$ cat src/rtl/dmem_port_arbiter_pkg.sv
// Shared types for the data-memory port arbiter (IF fetch vs. ID data port).
// Build option DMEM_ARB_RR_EN switches winner selection to round-robin.
package dmem_port_arbiter_pkg;

    localparam int unsigned ADDR_W = 64;
    localparam int unsigned DATA_W = 64;

    typedef enum logic [1:0] {
        IDLE = 2'd0,
        REQ  = 2'd1,
        RESP = 2'd2
    } state_e;

    // OWN_DATA is the all-zero encoding so the reset owner falls out of '0.
    typedef enum logic {
        OWN_DATA = 1'b0,
        OWN_IF   = 1'b1
    } owner_e;

    typedef enum logic [1:0] {
        LEN_B = 2'd0,
        LEN_H = 2'd1,
        LEN_W = 2'd2,
        LEN_D = 2'd3
    } len_e;

    typedef struct packed {
        owner_e              owner;
        logic                wen;
        logic [ADDR_W-1:0]   addr;
        logic [DATA_W-1:0]   wdata;
        len_e                wlen;
    } mem_req_t;

    function automatic mem_req_t fetch_req(input logic [ADDR_W-1:0] addr);
        mem_req_t r;
        r.owner = OWN_IF;
        r.wen   = 1'b0;
        r.addr  = addr;
        r.wdata = '0;
        r.wlen  = LEN_W;
        return r;
    endfunction

    function automatic mem_req_t data_req(input logic              wen,
                                          input logic [ADDR_W-1:0] addr,
                                          input logic [DATA_W-1:0] wdata,
                                          input logic [1:0]        wlen);
        mem_req_t r;
        r.owner = OWN_DATA;
        r.wen   = wen;
        r.addr  = addr;
        r.wdata = wdata;
        r.wlen  = len_e'(wlen);
        return r;
    endfunction

endpackage

$ cat src/rtl/dmem_arb_pick.sv
// Combinational winner selection between IF and data requesters.
// DMEM_ARB_RR_EN: round-robin on contention; otherwise data priority with starvation guard.
module dmem_arb_pick
    import dmem_port_arbiter_pkg::*;
#(
    parameter int unsigned STARVE_LIMIT = 8,
    parameter int unsigned CNT_W        = 4
) (
    input  logic             if_valid_i,
    input  logic             d_valid_i,
`ifdef DMEM_ARB_RR_EN
    input  owner_e           last_grant_i,
`else
    input  logic [CNT_W-1:0] starve_cnt_i,
`endif
    output logic             grant_if_o,
    output logic             grant_d_o
);

`ifdef DMEM_ARB_RR_EN
    always_comb begin
        grant_if_o = 1'b0;
        grant_d_o  = 1'b0;
        if (if_valid_i && d_valid_i) begin
            if (last_grant_i == OWN_DATA) begin
                grant_if_o = 1'b1;
            end else begin
                grant_d_o = 1'b1;
            end
        end else begin
            grant_if_o = if_valid_i;
            grant_d_o  = d_valid_i;
        end
    end
`else
    localparam logic [CNT_W-1:0] LIMIT = CNT_W'(STARVE_LIMIT);

    always_comb begin
        grant_if_o = 1'b0;
        grant_d_o  = 1'b0;
        if (if_valid_i && d_valid_i) begin
            if (starve_cnt_i >= LIMIT) begin
                grant_if_o = 1'b1;
            end else begin
                grant_d_o = 1'b1;
            end
        end else begin
            grant_if_o = if_valid_i;
            grant_d_o  = d_valid_i;
        end
    end
`endif

endmodule

$ cat src/rtl/dmem_port_arbiter.sv
// Shares one memory request port between IF and the ID data port, one transaction in flight.
// DMEM_ARB_RR_EN selects round-robin arbitration instead of data priority + starvation guard.
module dmem_port_arbiter
    import dmem_port_arbiter_pkg::*;
#(
    parameter int unsigned STARVE_LIMIT = 8,
    parameter int unsigned CNT_W        = 4
) (
    input  logic              clk,
    input  logic              rst,

    input  logic              if_req_valid,
    input  logic [ADDR_W-1:0] if_req_addr,
    output logic              if_req_ready,
    output logic              if_resp_valid,
    output logic [DATA_W-1:0] if_rdata,

    input  logic              d_req_valid,
    input  logic              d_req_wen,
    input  logic [ADDR_W-1:0] d_req_addr,
    input  logic [DATA_W-1:0] d_req_wdata,
    input  logic [1:0]        d_req_wlen,
    output logic              d_req_ready,
    output logic              d_resp_valid,
    output logic [DATA_W-1:0] d_rdata,

    output logic              mem_req_valid,
    input  logic              mem_req_ready,
    output logic              mem_wen,
    output logic [ADDR_W-1:0] mem_addr,
    output logic [DATA_W-1:0] mem_wdata,
    output logic [1:0]        mem_wlen,
    input  logic              mem_resp_valid,
    input  logic [DATA_W-1:0] mem_rdata
);

    state_e   state_q, state_d;
    mem_req_t req_q, req_d;
    logic     grant_if, grant_d;

`ifdef DMEM_ARB_RR_EN
    // Reset to OWN_IF so the first contended grant goes to DATA.
    owner_e last_grant_q, last_grant_d;
`else
    logic [CNT_W-1:0] starve_cnt_q, starve_cnt_d;
`endif

    dmem_arb_pick #(
        .STARVE_LIMIT (STARVE_LIMIT),
        .CNT_W        (CNT_W)
    ) u_pick (
        .if_valid_i   (if_req_valid),
        .d_valid_i    (d_req_valid),
`ifdef DMEM_ARB_RR_EN
        .last_grant_i (last_grant_q),
`else
        .starve_cnt_i (starve_cnt_q),
`endif
        .grant_if_o   (grant_if),
        .grant_d_o    (grant_d)
    );

    always_ff @(posedge clk) begin
        if (rst) begin
            state_q      <= IDLE;
            req_q        <= '0;
`ifdef DMEM_ARB_RR_EN
            last_grant_q <= OWN_IF;
`else
            starve_cnt_q <= '0;
`endif
        end else begin
            state_q      <= state_d;
            req_q        <= req_d;
`ifdef DMEM_ARB_RR_EN
            last_grant_q <= last_grant_d;
`else
            starve_cnt_q <= starve_cnt_d;
`endif
        end
    end

    always_comb begin
        state_d = state_q;
        req_d   = req_q;
        unique case (state_q)
            IDLE: begin
                if (grant_if) begin
                    req_d   = fetch_req(if_req_addr);
                    state_d = REQ;
                end else if (grant_d) begin
                    req_d   = data_req(d_req_wen, d_req_addr, d_req_wdata, d_req_wlen);
                    state_d = REQ;
                end
            end
            REQ: begin
                if (mem_req_ready) begin
                    state_d = RESP;
                end
            end
            RESP: begin
                if (mem_resp_valid) begin
                    state_d = IDLE;
                end
            end
            default: state_d = IDLE;
        endcase
    end

`ifdef DMEM_ARB_RR_EN
    always_comb begin
        last_grant_d = last_grant_q;
        if (if_req_ready) begin
            last_grant_d = OWN_IF;
        end else if (d_req_ready) begin
            last_grant_d = OWN_DATA;
        end
    end
`else
    always_comb begin
        starve_cnt_d = starve_cnt_q;
        if (!if_req_valid || if_req_ready) begin
            starve_cnt_d = '0;
        end else if (starve_cnt_q != '1) begin
            starve_cnt_d = starve_cnt_q + 1'b1;
        end
    end
`endif

    // Handshake outputs are held low while rst is asserted so nothing is
    // acknowledged in a cycle whose state update is about to be discarded.
    always_comb begin
        if_req_ready  = 1'b0;
        d_req_ready   = 1'b0;
        if_resp_valid = 1'b0;
        d_resp_valid  = 1'b0;
        if_rdata      = '0;
        d_rdata       = '0;
        mem_req_valid = 1'b0;
        if (!rst) begin
            unique case (state_q)
                IDLE: begin
                    if_req_ready = grant_if;
                    d_req_ready  = grant_d;
                end
                REQ: begin
                    mem_req_valid = 1'b1;
                end
                RESP: begin
                    if (mem_resp_valid) begin
                        if (req_q.owner == OWN_IF) begin
                            if_resp_valid = 1'b1;
                            if_rdata      = mem_rdata;
                        end else begin
                            d_resp_valid = 1'b1;
                            d_rdata      = mem_rdata;
                        end
                    end
                end
                default: ;
            endcase
        end
    end

    assign mem_wen   = req_q.wen;
    assign mem_addr  = req_q.addr;
    assign mem_wdata = req_q.wdata;
    assign mem_wlen  = req_q.wlen;

endmodule

$ cat config.mk
export PLATFORM = sky130hd
export DESIGN_NAME = dmem_port_arbiter
export DESIGN_NICKNAME = d
export VERILOG_FILES = /design/src/rtl/dmem_port_arbiter_pkg.sv /design/src/rtl/dmem_arb_pick.sv /design/src/rtl/dmem_port_arbiter.sv
export SDC_FILE = /design/constraint.sdc
export NUM_CORES = 1
export LEC_CHECK = 0
export ABC_AREA = 1
export CAP_MARGIN = 15
export CORE_AREA = 2 2 207 209
export DETAILED_ROUTE_END_ITERATION = 8
export DIE_AREA = 0 0 209 211
export PLACE_DENSITY_LB_ADDON = 0.2
export SKIP_LAST_GASP = 1
export SYNTH_ARGS = -nofsm -noshare
export SYNTH_HDL_FRONTEND = slang
export SYNTH_SLANG_ARGS = --single-unit
$ cat constraint.sdc
create_clock -name clk -period 1.29 [get_ports clk]
set_clock_uncertainty 0.15 [all_clocks]
set_input_delay 0.129 -clock clk [delete_from_list [all_inputs] [get_ports clk]]
set_output_delay 0.129 -clock clk [all_outputs]
set_load 0.05 [all_outputs]
* After elaboration in Yosys (flattened, before gate mapping) *
Index checks and enable logic that the tools add are counted.

storage, ports and cells
  bits in latches = 0
  memories kept = 0
  memory bits (read-only) = 0
  word-level logic and storage cells = 56
  output and inout port bits = 264
  memory bits (writable) = 0
  flip-flop bits (word level) = 138

cells by class
  add/sub/neg operators = 1
  magnitude comparators = 1
  $mul = 0
  bitwise gates (word level) = 0
  multiplexer cells = 33
  shifts and indexed selects = 0
  eq/ne operators = 6
  div/mod/pow operators = 0
  reduce and logical (&&, ||, !) cells = 8

operator list
  operator                                                          count
  64-bit 2-to-1 mux                                                 8
  132-bit 2-to-1 mux                                                2
  1-bit 2-to-1 mux                                                  18
  2-bit 2-to-1 mux                                                  4
  2-bit case mux with 3 select lines                                1
  4-bit by 1-bit adder with 4-bit output (second input constant)    1
  4-bit greater-or-equal comparator (second input constant)         1
  2-bit != test (second input constant)                             2
  4-bit != test (second input constant)                             1
  3-bit != test (second input constant)                             1
  3-bit AND reduction                                               1
  2-bit by 1-bit == test with 1-bit output (second input constant)  1
  2-bit == test (second input constant)                             1
  2-bit logical NOT                                                 1
  2-bit AND reduction                                               1
  2-bit nonzero test                                                1
  2-bit OR reduction                                                1
  1-bit logical AND                                                 1
  1-bit logical NOT                                                 1
  1-bit logical OR                                                  1

* Longest topological paths before layout *
Gate-level depths: netlist of the first run.

  depth after elaboration = 7
  depth in mapped cells = 9
  mapped depth without buffers = 7

* Modules after synthesis *
Synthesis of the first run repeated with hierarchy kept, for this count alone.

second synthesis, totals
  cell total of the unflattened synthesis = 1,437
  area, all modules = 8,380.5 sq um

by module, submodules not included
  module             instances  cells each  seq. area each (sq um)  area an instance (sq um)
  dmem_port_arbiter  1          1,432       2,762.6                 8,359.3
  dmem_arb_pick      1          5           0.0                     21.3

* Least setup slack after synthesis of the first run *
OpenSTA, ideal clock, no wires.

  path kind = register -> output
  start point = reg state_q[1]
  end point = out if_rdata[54]
  cell stages (with the launch flop) = 7
  data required time = 1.011 ns
  arrival = 1.648 ns
  buffers on the path = 2
  slack = -0.637 ns
  cells stage by stage = dfxtp_1 inv_1 nor2_2 nand4_1 buf_2 buf_6 nor2_1

between the ends
  cells in the longest elaborated chain, start to end = 3

RTL lines
  element                 line                      source
  from (decl)             dmem_port_arbiter.sv:37   state_e state_q, state_d;
  from (signal assigned)  dmem_port_arbiter.sv:73   state_q <= state_d;
  2-bit == test           dmem_port_arbiter.sv:141  unique case (state_q)
  64-bit 2-to-1 mux       dmem_port_arbiter.sv:141
  64-bit 2-to-1 mux       dmem_port_arbiter.sv:140  if (!rst) begin
  to (decl)               dmem_port_arbiter.sv:16   output logic [DATA_W-1:0] if_rdata,

No other way between the ends.

* Worst setup path in the final report of the first run *
  start point = reg state_q[1]
  end point = out if_rdata[12]

The elaborated chain is that of the path after synthesis.

==> metrics.txt, run 1 <==
# TYPE chip_impl_metric gauge
chip_impl_metric{name="max_slew_margin",unit="%"} 31.0
chip_impl_info{name="regToRegStartpoint",value="state_q[1]"} 1
chip_impl_metric{name="worstMarginPinSlew",unit="ns"} 1.04
chip_impl_info{name="critical_path.reg2reg.endpoint",value="mem_addr[19]"} 1
chip_impl_metric{name="post_drt_wl_per_cell",unit="um"} 19.5
chip_impl_metric{name="gr-total-overflow",unit=""} 0
chip_impl_metric{name="grt_pass1_vias",unit=""} 9610
chip_impl_metric{name="syn-instance-count",unit=""} 1260
chip_impl_metric{name="p_per_area",unit="mW/mm^2"} 934
chip_impl_metric{name="required",unit="ns"} 1.01
chip_impl_metric{name="power.leakage",unit="nW"} 8.41
chip_impl_info{name="timing.critical_path.slowest_stage_cell",value="dfxtp_4"} 1
chip_impl_metric{name="hold-path-cell-count",unit=""} 5
chip_impl_metric{name="antenna_violations_before_repair",unit=""} 15
chip_impl_metric{name="share_of_the_clock_period_used_by_the_worst_path",unit="%"} 164
chip_impl_metric{name="io_buffer_count",unit=""} 528
chip_impl_metric{name="site_row_count",unit=""} 75
chip_impl_info{name="mostFrequentLayoutCells",value="clkdlybuf4s50_1, buf_12, inv_1, nand2_1"} 1
chip_impl_metric{name="synth-seq-cells",unit=""} 138
chip_impl_metric{name="clock_path_buffers",unit=""} 2
chip_impl_metric{name="critical_path_arrival",unit="ns"} 1.83
chip_impl_info{name="clk_root_buffer_cell",value="clkbuf_16"} 1
chip_impl_metric{name="r2r.worst_path.cells",unit=""} 11
chip_impl_metric{name="io_pins",unit=""} 529
chip_impl_metric{name="cpPeakStageDelay",unit="ns"} 0.36
chip_impl_metric{name="start_util",unit="%"} 19.6
chip_impl_metric{name="rrSetupSlack",unit="ns"} -0.53
chip_impl_metric{name="tritoncts_num_sinks",unit=""} 138
chip_impl_metric{name="die_width",unit="um"} 209
chip_impl_metric{name="drt-total-wl",unit="um"} 44800
chip_impl_metric{name="synthToLayoutAreaGrowth",unit="%"} 142
chip_impl_metric{name="drt-pass1-iter-count",unit=""} 4
chip_impl_metric{name="critPathBufInv",unit=""} 4
chip_impl_metric{name="route.detailed.drc",unit=""} 0
chip_impl_metric{name="synth_fp_nets",unit=""} 1527
chip_impl_metric{name="finalMaxSlewViolations",unit=""} 0
chip_impl_metric{name="report.power.total",unit="mW"} 18.5
chip_impl_info{name="startpoint_class",value="flop"} 1
chip_impl_metric{name="clk_pin_slew_worst_paths",unit="ns"} 0.06
chip_impl_metric{name="netlist-cell-type-count",unit=""} 19
chip_impl_metric{name="layout.cells.non_filler",unit=""} 2293
chip_impl_metric{name="mean_cell_area_of_the_mapped_netlist",unit="sq um"} 6.49
chip_impl_metric{name="achievable-frequency",unit="MHz"} 473
chip_impl_metric{name="hpwlAfterDp",unit="um"} 31100
chip_impl_metric{name="worst-path-max-fanout",unit=""} 16
chip_impl_info{name="cp_cell_sequence",value="inv_4 -> nor2_4 -> nand4_1 -> buf_12 -> buf_4 -> nor2_4 -> buf_12"} 1
chip_impl_info{name="grt_setup_unrepaired",value="true"} 1
chip_impl_metric{name="fillCellCount",unit=""} 3822
chip_impl_metric{name="synth-edff-count",unit=""} 0
chip_impl_info{name="worst-setup-path-type",value="reg2out"} 1
chip_impl_info{name="setup.worst_path.end",value="if_rdata[12]"} 1
chip_impl_info{name="synth-main-ff-cell",value="dfxtp_1"} 1
chip_impl_info{name="hp-class",value="in2reg"} 1
chip_impl_metric{name="sequential_share_of_the_synthesized_area",unit="%"} 33.8
chip_impl_metric{name="max-cap-violations",unit=""} 0
chip_impl_info{name="outcome",value="finished with violations"} 1
chip_impl_metric{name="setup_total_negative_slack",unit="ns"} -157.54
chip_impl_metric{name="number_of_nets_in_the_layout",unit=""} 2001
chip_impl_metric{name="route.antenna.remaining_nets",unit=""} 0
chip_impl_metric{name="layout_min_cycle_time",unit="ns"} 2.11
chip_impl_info{name="worst_setup_path_end_kind",value="output port"} 1
chip_impl_metric{name="layout_setup_ws",unit="ns"} -0.824
chip_impl_metric{name="clock_insertion_delay_worst_skew",unit="ns"} 0.43
chip_impl_metric{name="post_synth_instance_area",unit="sq mm"} 0.00818
chip_impl_metric{name="h-tree-depth",unit=""} 4
chip_impl_metric{name="asyncSetResetFlopFracSynth",unit="%"} 0
chip_impl_metric{name="track_usage",unit="%"} 19.4
chip_impl_info{name="most_common_cell_after_layout_fill_and_taps_aside",value="clkdlybuf4s50_1"} 1
chip_impl_info{name="worst_setup_path_startpoint",value="state_q[1]"} 1
chip_impl_metric{name="first_iter_violations",unit=""} 414
chip_impl_metric{name="post_route_cells_drive_above_1_share",unit="%"} 43.5
chip_impl_metric{name="drt-vias-per-instance",unit=""} 4.27
chip_impl_metric{name="cp_num_cells",unit=""} 7
chip_impl_metric{name="irDropWorstVdd",unit="V"} 0.000843
chip_impl_metric{name="route.vias.total",unit=""} 9795
chip_impl_metric{name="design.die.area",unit="sq mm"} 0.0441
chip_impl_metric{name="number_of_failing_hold_endpoints_at_the_final_stage",unit=""} 0
chip_impl_metric{name="grt_first_pass_wirelength",unit="um"} 63300
chip_impl_metric{name="core_area",unit="sq mm"} 0.0418
chip_impl_metric{name="grt_max_degree",unit=""} 57
chip_impl_metric{name="setup_violations",unit=""} 270
chip_impl_metric{name="routabilityCongestion",unit=""} 0.896
chip_impl_info{name="family_with_the_most_delay_on_the_worst_path",value="buffers and inverters"} 1
chip_impl_metric{name="placedCellCount",unit=""} 2171
chip_impl_info{name="cts_tree",value="built"} 1
chip_impl_metric{name="cts_made_buffers",unit=""} 17
chip_impl_metric{name="chipHeight",unit="um"} 211
chip_impl_info{name="violations",value="negative setup slack"} 1
chip_impl_metric{name="synthesis.yosys.warnings",unit=""} 0
[final cells by class]
type / instances / area [sq um] / share of cell area, %
repair buffers: 677 / 10100 / 51.0
multi-input cells: 695 / 4800 / 24.3
flip-flops and latches: 138 / 2830 / 14.3
inverters: 205 / 782 / 3.95
well taps: 539 / 674 / 3.40
clock buffers: 19 / 453 / 2.29
clock inverters: 13 / 156 / 0.790
diodes: 7 / 17.5 / 0.0884
[power breakdown]
group          internal [mW]  switching, mW  leakage, nW
logic                   4.24           3.92         6.96
registers               4.68          0.426         1.16
clock network           3.01           2.21        0.294
total                   11.9           6.56         8.41
[how the worst min path moves through the flow]
stage	startpoint	endpoint	slack, ns
floorplan	mem_req_ready	state_q[1]	0.11
global placement	req_q[131]	req_q[131]	0.33
detailed placement	req_q[131]	req_q[131]	0.33
CTS	rst	mem_wlen[1]	0.04
global route	rst	mem_wlen[1]	0.03
finish	rst	mem_wlen[1]	0.03
[metal layers]
layer  share of wire (%)  GRT usage (%)
met1                  36           20.4
met3                 5.7           4.61
met4                 2.5           6.58
met2                  56           37.6
met5               0.029              0
[synth_stat cells, types with 2 or more instances]
cell	number	area (sq um)
ha_1	2	25.0
clkbuf_1	21	78.8
buf_6	11	124
inv_1	205	769
nand3_1	136	681
buf_4	139	1040
a21oi_1	132	661
nor2_1	140	526
buf_1	5	18.8
dfxtp_1	138	2760
buf_2	48	240
nand2_1	207	777
nand4_1	67	419
o21ai_0	4	20.0
[logic make-up after synthesis]
family	after synthesis	share of synthesized area (%)
buffers and inverters	429	27.8
adders and majority gates	2	0.306
AOI/OAI and AO/OA	136	8.32
DFF	138	33.8
xor gates and xnor gates	1	0.107
and+or+nand+nor	554	29.7
[flip-flops by register name, indices dropped and copies added, names as in the netlist]
| register | cells |
|---|---|
| mem_addr | 64 |
| mem_wdata | 64 |
| starve_cnt_q | 4 |
| mem_wlen | 2 |
| state_q | 2 |
| mem_wen | 1 |
| req_q | 1 |
[timing repair]
item	in CTS	in global routing
pin swaps	71	27
setup endpoints to repair	275	311
gates cloned	34	6
gates resized for setup	200	139
buffers inserted	40	7
hold buffers	0	0
[stage by stage]
stage                     hold WS [ns]  util [%]  setup slack, ns  area (sq um)
after floorplan                  0.113         -           -0.218          9290
after global placement           0.334      39.5           -0.580         16500
after detailed placement         0.328      39.5           -0.602         16500
after CTS                       0.0414      45.9           -0.823         19100
after global routing            0.0348      47.4           -0.875         19800
final                           0.0266      47.4           -0.824         19800
[worst min-delay path: stages]
cell and delay [ns]:
buf_4 0.09, inv_1 0.08, buf_4 0.18, o21ai_2 0.05, nor2_1 0.03
No activity file was read; power rests on OpenSTA's default activity.
==> run 2: changes to the inputs <==
--- a/config.mk
+++ b/config.mk
@@ -10,7 +10,7 @@
 export CORE_AREA = 2 2 207 209
 export DETAILED_ROUTE_END_ITERATION = 8
 export DIE_AREA = 0 0 209 211
-export PLACE_DENSITY_LB_ADDON = 0.2
+export PLACE_DENSITY_LB_ADDON = 0.3
 export SKIP_LAST_GASP = 1
 export SYNTH_ARGS = -nofsm -noshare
 export SYNTH_HDL_FRONTEND = slang
==> run 2 against run 1 <==
The flow still finishes with violations (negative setup slack). Final area down 0.14%. Sequential share of layout area increased by 0.42 points. Flip-flop and latch count did not move. First-iteration DRC count increased by 6.0%. Power is 0.65% higher. Worst setup slack worse by 0.0080 ns. Die area stayed put. Highest routed layer is now met4.
==> metrics.txt, run 2 (synthesized netlist as in run 1, its figures left out) <==
# TYPE chip_impl_metric gauge
chip_impl_info{name="outcome",value="finished with violations"} 1
chip_impl_info{name="violations",value="negative setup slack"} 1
chip_impl_metric{name="post_route_cells_drive_above_1_share",unit="%"} 48.6
chip_impl_metric{name="io_pins",unit=""} 529
chip_impl_metric{name="post-route-util",unit="%"} 47.4
chip_impl_metric{name="layout_min_cycle_time",unit="ns"} 2.12
chip_impl_metric{name="tritoncts_num_sinks",unit=""} 138
chip_impl_metric{name="critical_path_arrival",unit="ns"} 1.84
chip_impl_metric{name="setup_total_negative_slack",unit="ns"} -159.52
chip_impl_metric{name="setup_violations",unit=""} 279
chip_impl_metric{name="drt-pass1-iter-count",unit=""} 5
chip_impl_metric{name="share_of_the_clock_period_used_by_the_worst_path",unit="%"} 164
chip_impl_metric{name="grt_first_pass_wirelength",unit="um"} 64200
chip_impl_info{name="worst_setup_path_startpoint",value="state_q[1]"} 1
chip_impl_metric{name="placedCellCount",unit=""} 2151
chip_impl_metric{name="start_util",unit="%"} 19.6
chip_impl_metric{name="antenna_violations_before_repair",unit=""} 9
chip_impl_info{name="cts_tree",value="built"} 1
chip_impl_metric{name="route.vias.total",unit=""} 9954
chip_impl_metric{name="finalMaxSlewViolations",unit=""} 0
chip_impl_metric{name="first_iter_violations",unit=""} 439
chip_impl_metric{name="required",unit="ns"} 1.01
chip_impl_metric{name="achievable-frequency",unit="MHz"} 471
chip_impl_metric{name="irDropWorstVdd",unit="V"} 0.000863
chip_impl_metric{name="critPathBufInv",unit=""} 5
chip_impl_metric{name="site_row_count",unit=""} 75
chip_impl_metric{name="route.antenna.remaining_nets",unit=""} 0
chip_impl_info{name="regToRegStartpoint",value="state_q[0]"} 1
chip_impl_metric{name="hold-worst-slack",unit="ns"} 0.0867
chip_impl_metric{name="hpwlAfterDp",unit="um"} 30100
chip_impl_metric{name="grt_pass1_vias",unit=""} 9895
chip_impl_metric{name="register_area",unit="sq mm"} 0.00291
chip_impl_metric{name="chipHeight",unit="um"} 211
chip_impl_metric{name="p_per_area",unit="mW/mm^2"} 941
chip_impl_metric{name="fillCellCount",unit=""} 3822
chip_impl_info{name="timing.critical_path.slowest_stage_cell",value="dfxtp_4"} 1
chip_impl_metric{name="layout.cells.non_filler",unit=""} 2267
chip_impl_metric{name="power.leakage",unit="nW"} 8.38
chip_impl_info{name="mostFrequentLayoutCells",value="clkdlybuf4s50_1, buf_12, inv_1, nand2_1, nor2_4"} 1
chip_impl_metric{name="cts_made_buffers",unit=""} 17
chip_impl_metric{name="cpPeakStageDelay",unit="ns"} 0.36
chip_impl_info{name="worst_setup_path_end_kind",value="output port"} 1
chip_impl_info{name="worstHoldStart",value="if_req_valid"} 1
chip_impl_info{name="clk_root_buffer_cell",value="clkbuf_16"} 1
chip_impl_info{name="grt_setup_unrepaired",value="true"} 1
chip_impl_metric{name="drt-vias-per-instance",unit=""} 4.39
chip_impl_metric{name="number_of_nets_in_the_layout",unit=""} 1977
chip_impl_metric{name="max-cap-violations",unit=""} 0
chip_impl_metric{name="route.detailed.drc",unit=""} 0
chip_impl_metric{name="io_buffer_count",unit=""} 528
chip_impl_info{name="hp-class",value="in2reg"} 1
chip_impl_metric{name="report.power.total",unit="mW"} 18.6
chip_impl_metric{name="core_area",unit="sq mm"} 0.0418
chip_impl_metric{name="h-tree-depth",unit=""} 4
chip_impl_metric{name="track_usage",unit="%"} 19.8
chip_impl_metric{name="worst-path-max-fanout",unit=""} 8
chip_impl_metric{name="clock_path_buffers",unit=""} 2
chip_impl_metric{name="area_used_by_multi_input_combinational_logic",unit="sq mm"} 0.00507
chip_impl_metric{name="clock_insertion_delay_worst_skew",unit="ns"} 0.44
chip_impl_metric{name="max_slew_margin",unit="%"} 37.4
chip_impl_info{name="most_common_cell_after_layout_fill_and_taps_aside",value="clkdlybuf4s50_1"} 1
chip_impl_metric{name="grt_max_degree",unit=""} 129
chip_impl_info{name="family_with_the_most_delay_on_the_worst_path",value="buffers and inverters"} 1
chip_impl_metric{name="worstMarginPinSlew",unit="ns"} 0.938
chip_impl_metric{name="die_width",unit="um"} 209
chip_impl_metric{name="number_of_failing_hold_endpoints_at_the_final_stage",unit=""} 0
chip_impl_info{name="startpoint_class",value="flop"} 1
chip_impl_metric{name="synthToLayoutAreaGrowth",unit="%"} 142
chip_impl_metric{name="routabilityCongestion",unit=""} 0.885
chip_impl_metric{name="post_drt_wl_per_cell",unit="um"} 20.5
chip_impl_info{name="cp_cell_sequence",value="inv_4 -> nor2_4 -> nand4_1 -> buf_6 -> buf_12 -> clkbuf_16 -> nor2_4 -> buf_12"} 1
chip_impl_info{name="worst-setup-path-type",value="reg2out"} 1
chip_impl_metric{name="layout_setup_ws",unit="ns"} -0.832
chip_impl_metric{name="clk_pin_slew_worst_paths",unit="ns"} 0.06
chip_impl_metric{name="gr-total-overflow",unit=""} 0
chip_impl_metric{name="drt-total-wl",unit="um"} 46500
chip_impl_metric{name="design.die.area",unit="sq mm"} 0.0441
-- run 2: cell types whose count changed in the layout (fill, tap and decap cells not counted), moves of 5 or more --
cell and delta:
dfxtp_1 -54, buf_4 -14, dfxtp_4 +5, buf_6 +5, nand2_1 -18, a21oi_1 -25, a21oi_2 +27, clkbuf_16 +5
buf_16 -9, dfxtp_2 +49, nor2_4 +5, nand2_4 +15, buf_12 -10
-- run 2: worst register-to-register path, stage by stage (launching register included) --
cell,delay (ns)
dfxtp_4,0.36
buf_6,0.12
buf_6,0.11
nor2_4,0.13
buf_12,0.15
buf_12,0.13
buf_12,0.12
buf_12,0.12
buf_16,0.13
nand4_1,0.10
a21oi_2,0.15
-- run 2: path summary, 6_finish.rpt --
kind                     endpoint  slack [ns]  cells past startpoint
setup reg to reg    mem_wdata[63]       -0.55                     10
hold / removal    starve_cnt_q[3]        0.09                      4
setup / recovery     if_rdata[34]       -0.83                      8
hold reg to reg     mem_wdata[16]        0.33                      2
-- run 2: cell type report --
cell class,instances,area share (%)
sequential,138,14.7
antenna,5,0.0633
clock buffer,17,2.15
timing repair buffer,653,48.9
multi-input combinational,695,25.6
inverter,205,3.95
tap,539,3.41
clock inverter,15,1.20
-- run 2: stage by stage --
stage          cell area (sq um)  setup slack [ns]
2_1_floorplan               9290            -0.218
3_3_place_gp               16200            -0.584
3_5_place_dp               16200            -0.612
4_1_cts                    19100            -0.882
5_1_grt                    19800            -0.923
6_report                   19800            -0.832
-- run 2: where the power goes --
| part | total, mW | leakage [nW] | internal [mW] | switching (mW) |
|---|---|---|---|---|
| logic | 7.76 | 6.89 | 3.82 | 3.95 |
| registers | 5.16 | 1.18 | 4.72 | 0.444 |
| clock network | 5.68 | 0.313 | 3.47 | 2.21 |
| total | 18.6 | 8.38 | 12.0 | 6.60 |
-- run 2: layer usage --
| metal | track usage, % | share of wire (%) | vias up |
|---|---|---|---|
| met4 | 9.06 | 3.8 | 0 |
| met3 | 4.94 | 6.0 | 88 |
| li1 | - | - | 4728 |
| met1 | 20.9 | 37 | 4700 |
| met5 | 0 | 0 | - |
| met2 | 37.0 | 53 | 438 |
-- run 2: what timing repair did --
action	CTS	global route
gates resized for setup	215	281
pin swaps	28	68
setup buffers	36	12
hold buffers	3	0
hold endpoints to repair	4	0
endpoints found under the setup margin	297	344
gates cloned	41	10
==> run 3: changes to the inputs <==
--- a/config.mk
+++ b/config.mk
@@ -7,11 +7,12 @@
 export LEC_CHECK = 0
 export ABC_AREA = 1
 export CAP_MARGIN = 15
-export CORE_AREA = 2 2 207 209
+export CORE_AREA = 2 2 203 205
 export DETAILED_ROUTE_END_ITERATION = 8
-export DIE_AREA = 0 0 209 211
+export DIE_AREA = 0 0 205 207
 export PLACE_DENSITY_LB_ADDON = 0.3
 export SKIP_LAST_GASP = 1
 export SYNTH_ARGS = -nofsm -noshare
 export SYNTH_HDL_FRONTEND = slang
+export SYNTH_HIERARCHICAL = 1
 export SYNTH_SLANG_ARGS = --single-unit
==> constraint.sdc (replaced) <==
create_clock -name clk -period 2 [get_ports clk]
set_clock_uncertainty 0.15 [all_clocks]
set_input_delay 0.2 -clock clk [delete_from_list [all_inputs] [get_ports clk]]
set_output_delay 0.2 -clock clk [all_outputs]
set_load 0.05 [all_outputs]
==> run 3 against run 2 <==
Largest cell class unchanged. Worst setup slack improved by 0.75 ns. The run still ends with negative setup slack left. Sequential power decreased by 40%. Worst hold slack better by 0.014 ns.
==> metrics.txt, run 3 <==
# TYPE chip_impl_metric gauge
chip_impl_metric{name="report.power.total",unit="mW"} 9.29
chip_impl_metric{name="grt_first_pass_wirelength",unit="um"} 51800
chip_impl_info{name="most_common_cell_after_layout_fill_and_taps_aside",value="nand2_1"} 1
chip_impl_metric{name="route.detailed.drc",unit=""} 0
chip_impl_metric{name="synth-seq-cells",unit=""} 138
chip_impl_metric{name="irDropWorstVdd",unit="V"} 0.000625
chip_impl_metric{name="seq_power_share",unit="%"} 33.5
chip_impl_metric{name="design.die.area",unit="sq mm"} 0.0424
chip_impl_info{name="regToRegStartpoint",value="state_q[1]"} 1
chip_impl_metric{name="rrSetupSlack",unit="ns"} -0.07
chip_impl_metric{name="syn-instance-count",unit=""} 1437
chip_impl_metric{name="route.antenna.remaining_nets",unit=""} 0
chip_impl_metric{name="layout.cells.non_filler",unit=""} 2375
chip_impl_metric{name="sequential_share_of_the_synthesized_area",unit="%"} 33.0
chip_impl_info{name="worst_setup_path_end_kind",value="output port"} 1
chip_impl_metric{name="antenna_violations_before_repair",unit=""} 4
chip_impl_metric{name="layout_setup_ws",unit="ns"} -0.0839
chip_impl_metric{name="die_width",unit="um"} 205
chip_impl_metric{name="synthToLayoutAreaGrowth",unit="%"} 92.4
chip_impl_metric{name="worst-path-max-fanout",unit=""} 8
chip_impl_metric{name="post_route_cells_drive_above_1_share",unit="%"} 17.6
chip_impl_metric{name="netSwitchingFraction",unit="%"} 35.8
chip_impl_metric{name="cts_made_buffers",unit=""} 17
chip_impl_metric{name="worstMarginPinSlew",unit="ns"} 0.567
chip_impl_metric{name="required",unit="ns"} 1.65
chip_impl_metric{name="hold-path-cell-count",unit=""} 3
chip_impl_metric{name="share_of_the_clock_period_used_by_the_worst_path",unit="%"} 104
chip_impl_metric{name="grt_pass1_vias",unit=""} 8958
chip_impl_metric{name="gr-total-overflow",unit=""} 0
chip_impl_info{name="yosys-top-cells-area",value="dfxtp_1, nand2_1, nor2_1"} 1
chip_impl_metric{name="number_of_nets_in_the_layout",unit=""} 2097
chip_impl_info{name="mostFrequentLayoutCells",value="nand2_1, clkdlybuf4s50_1, nor2_1, inv_1, buf_12"} 1
chip_impl_metric{name="asyncSetResetFlopFracSynth",unit="%"} 0
chip_impl_metric{name="drt-pass1-iter-count",unit=""} 4
chip_impl_metric{name="max_slew_margin",unit="%"} 62.1
chip_impl_metric{name="power.leakage",unit="nW"} 7.55
chip_impl_metric{name="power.combinational.fraction",unit="%"} 33.6
chip_impl_metric{name="clock_insertion_delay_worst_skew",unit="ns"} 0.42
chip_impl_metric{name="io_buffer_count",unit=""} 528
chip_impl_metric{name="finalMaxSlewViolations",unit=""} 0
chip_impl_metric{name="number_of_failing_hold_endpoints_at_the_final_stage",unit=""} 0
chip_impl_info{name="netlist.top_cell.by_area",value="dfxtp_1"} 1
chip_impl_metric{name="track_usage",unit="%"} 15.7
chip_impl_info{name="cts_tree",value="built"} 1
chip_impl_metric{name="route.vias.total",unit=""} 9214
chip_impl_info{name="worst-setup-path-type",value="reg2out"} 1
chip_impl_metric{name="start_util",unit="%"} 20.8
chip_impl_metric{name="r2r.worst_path.cells",unit=""} 12
chip_impl_metric{name="area_after_detailed_placement",unit="sq mm"} 0.0147
chip_impl_metric{name="mean_cell_area_of_the_mapped_netlist",unit="sq um"} 5.83
chip_impl_metric{name="clk_pin_slew_worst_paths",unit="ns"} 0.07
chip_impl_info{name="violations",value="negative setup slack"} 1
chip_impl_info{name="critical_path.reg2reg.endpoint",value="state_q[1]"} 1
chip_impl_metric{name="p_per_area",unit="mW/mm^2"} 576
chip_impl_metric{name="clock_path_buffers",unit=""} 2
chip_impl_metric{name="critical_path_arrival",unit="ns"} 1.73
chip_impl_metric{name="hpwlAfterDp",unit="um"} 26200
chip_impl_info{name="synth.cells.most_frequent",value="nand2_1, nor2_1, inv_1"} 1
chip_impl_metric{name="pre_cts_ws",unit="ns"} -0.0593
chip_impl_metric{name="chipHeight",unit="um"} 207
chip_impl_metric{name="post_synth_instance_area",unit="sq mm"} 0.00838
chip_impl_metric{name="max-cap-violations",unit=""} 0
chip_impl_metric{name="synth_fp_nets",unit=""} 1703
chip_impl_metric{name="drt-vias-per-instance",unit=""} 3.88
chip_impl_info{name="startpoint_class",value="flop"} 1
chip_impl_metric{name="yosysTopAreaCellShare",unit="%"} 33.0
chip_impl_metric{name="post_drt_wl_per_cell",unit="um"} 14.7
chip_impl_metric{name="power_switching",unit="mW"} 3.33
chip_impl_metric{name="synthesis.yosys.warnings",unit=""} 6
chip_impl_metric{name="layout_min_cycle_time",unit="ns"} 2.08
chip_impl_metric{name="core_area",unit="sq mm"} 0.0404
chip_impl_metric{name="setup_violations",unit=""} 100
chip_impl_info{name="hp-class",value="in2reg"} 1
chip_impl_metric{name="io_pins",unit=""} 529
chip_impl_metric{name="routabilityCongestion",unit=""} 0.863
chip_impl_metric{name="share_clk_of_total_power",unit="%"} 32.8
chip_impl_metric{name="grt_max_degree",unit=""} 66
chip_impl_metric{name="cell_internal_pwr",unit="mW"} 5.96
chip_impl_info{name="grt_setup_unrepaired",value="true"} 1
chip_impl_info{name="synth-main-ff-cell",value="dfxtp_1"} 1
chip_impl_info{name="post-synth-top-count-cell",value="nand2_1"} 1
chip_impl_metric{name="placedCellCount",unit=""} 2323
chip_impl_info{name="clk_root_buffer_cell",value="clkbuf_16"} 1
chip_impl_info{name="outcome",value="finished with violations"} 1
chip_impl_metric{name="site_row_count",unit=""} 74
chip_impl_info{name="min_delay_worst_endpoint",value="req_q[131]"} 1
chip_impl_metric{name="tritoncts_num_sinks",unit=""} 138
chip_impl_metric{name="h-tree-depth",unit=""} 4
chip_impl_metric{name="drt-total-wl",unit="um"} 34800
chip_impl_metric{name="netlist-cell-type-count",unit=""} 23
chip_impl_metric{name="antenna_cells",unit=""} 0
chip_impl_metric{name="achievable-frequency",unit="MHz"} 480
chip_impl_metric{name="final_cell_area",unit="sq mm"} 0.0161
chip_impl_metric{name="first_iter_violations",unit=""} 399
chip_impl_metric{name="synth-edff-count",unit=""} 0
chip_impl_info{name="worstHoldStart",value="rst"} 1
[run 3: changes by cell type after synthesis, moves of 60 or more]
cell	delta
o21ai_1	+60
a21oi_1	-120
nand3_1	-126
nand2_1	+255
nand4_1	-66
nor2_1	+190
[run 3: critical path, cell delays in order, from the launching register on]
cell and delay [ns]:
dfxtp_4 0.39, nand2_4 0.06, inv_2 0.05, nand4_1 0.12
buf_12 0.20, clkbuf_16 0.20, nor2_4 0.14, buf_12 0.14
[run 3: worst max-delay path by stage]
stage | from | endpoint | slack, ns | depth (start not counted)
floorplan | rst | state_q[1] | 0.04 | 4
global placement | d_req_valid | mem_addr[39] | -0.02 | 11
detailed placement | d_req_valid | mem_addr[28] | -0.06 | 11
CTS | state_q[0] | if_rdata[23] | -0.08 | 8
global route | state_q[0] | if_rdata[19] | -0.16 | 8
finish | state_q[1] | if_rdata[2] | -0.08 | 7
[run 3: cell families (layout without fill, tap and decap cells)]
logic type	after synthesis	in the layout	synth area share, %
AND/OR/NAND/NOR	810	810	36.8
adder cells (fa/ha/maj)	1	1	0.149
XOR/XNOR	1	1	0.105
AO/OA/AOI/OAI	75	75	4.54
flip-flops	138	138	33.0
buffers and inverters	412	818	25.5
[run 3: cell type report]
cell class                      instances  area [sq um]
Timing Repair Buffer                  581          7300
Fill cell                            4186         24200
Multi-Input combinational cell        887          4060
Clock buffer                           18           429
Tap cell                              532           666
Inverter                              206           786
Clock inverter                         13           120
Sequential cell                       138          2770
[run 3: power by group through the flow]
stage / registers (mW) / clock network, mW / logic, mW
4_1_cts: 3.12 / 3.17 / 3.14
2_1_floorplan: 3.15 / 0 / 2.05
6_report: 3.11 / 3.05 / 3.13
5_1_grt: 3.14 / 3.28 / 3.37
3_3_place_gp: 3.17 / 0 / 3.05
3_5_place_dp: 3.18 / 0 / 3.07
[run 3: repair_timing]
item | 4_1_cts | 5_1_grt
hold buffers | 0 | 0
gates cloned | 4 | 2
resized for setup | 140 | 50
buffers inserted | 14 | 1
setup endpoints to repair | 133 | 152
pin swaps | 2 | 3
[run 3: per-layer routing]
metal  GRT usage (%)  part of all wire (%)  vias up  wire (um)
met5               0                  0.13        -         47
met3            6.03                   8.8       35       3060
met4            3.35                   1.4        8        472
met2            27.9                    49      257      17200
met1            17.7                    40     4096      14000
li1                -                     -     4818          -
[run 3: per-stage QoR]
step / TNS [ns] / utilization (%) / hold slack, ns
2_1_floorplan: 0 / - / 0.150
3_3_place_gp: -0.0694 / 36.3 / 0.293
3_5_place_dp: -0.480 / 36.3 / 0.298
4_1_cts: -3.64 / 39.4 / 0.101
5_1_grt: -13.96 / 39.9 / 0.122
6_report: -3.77 / 39.9 / 0.101
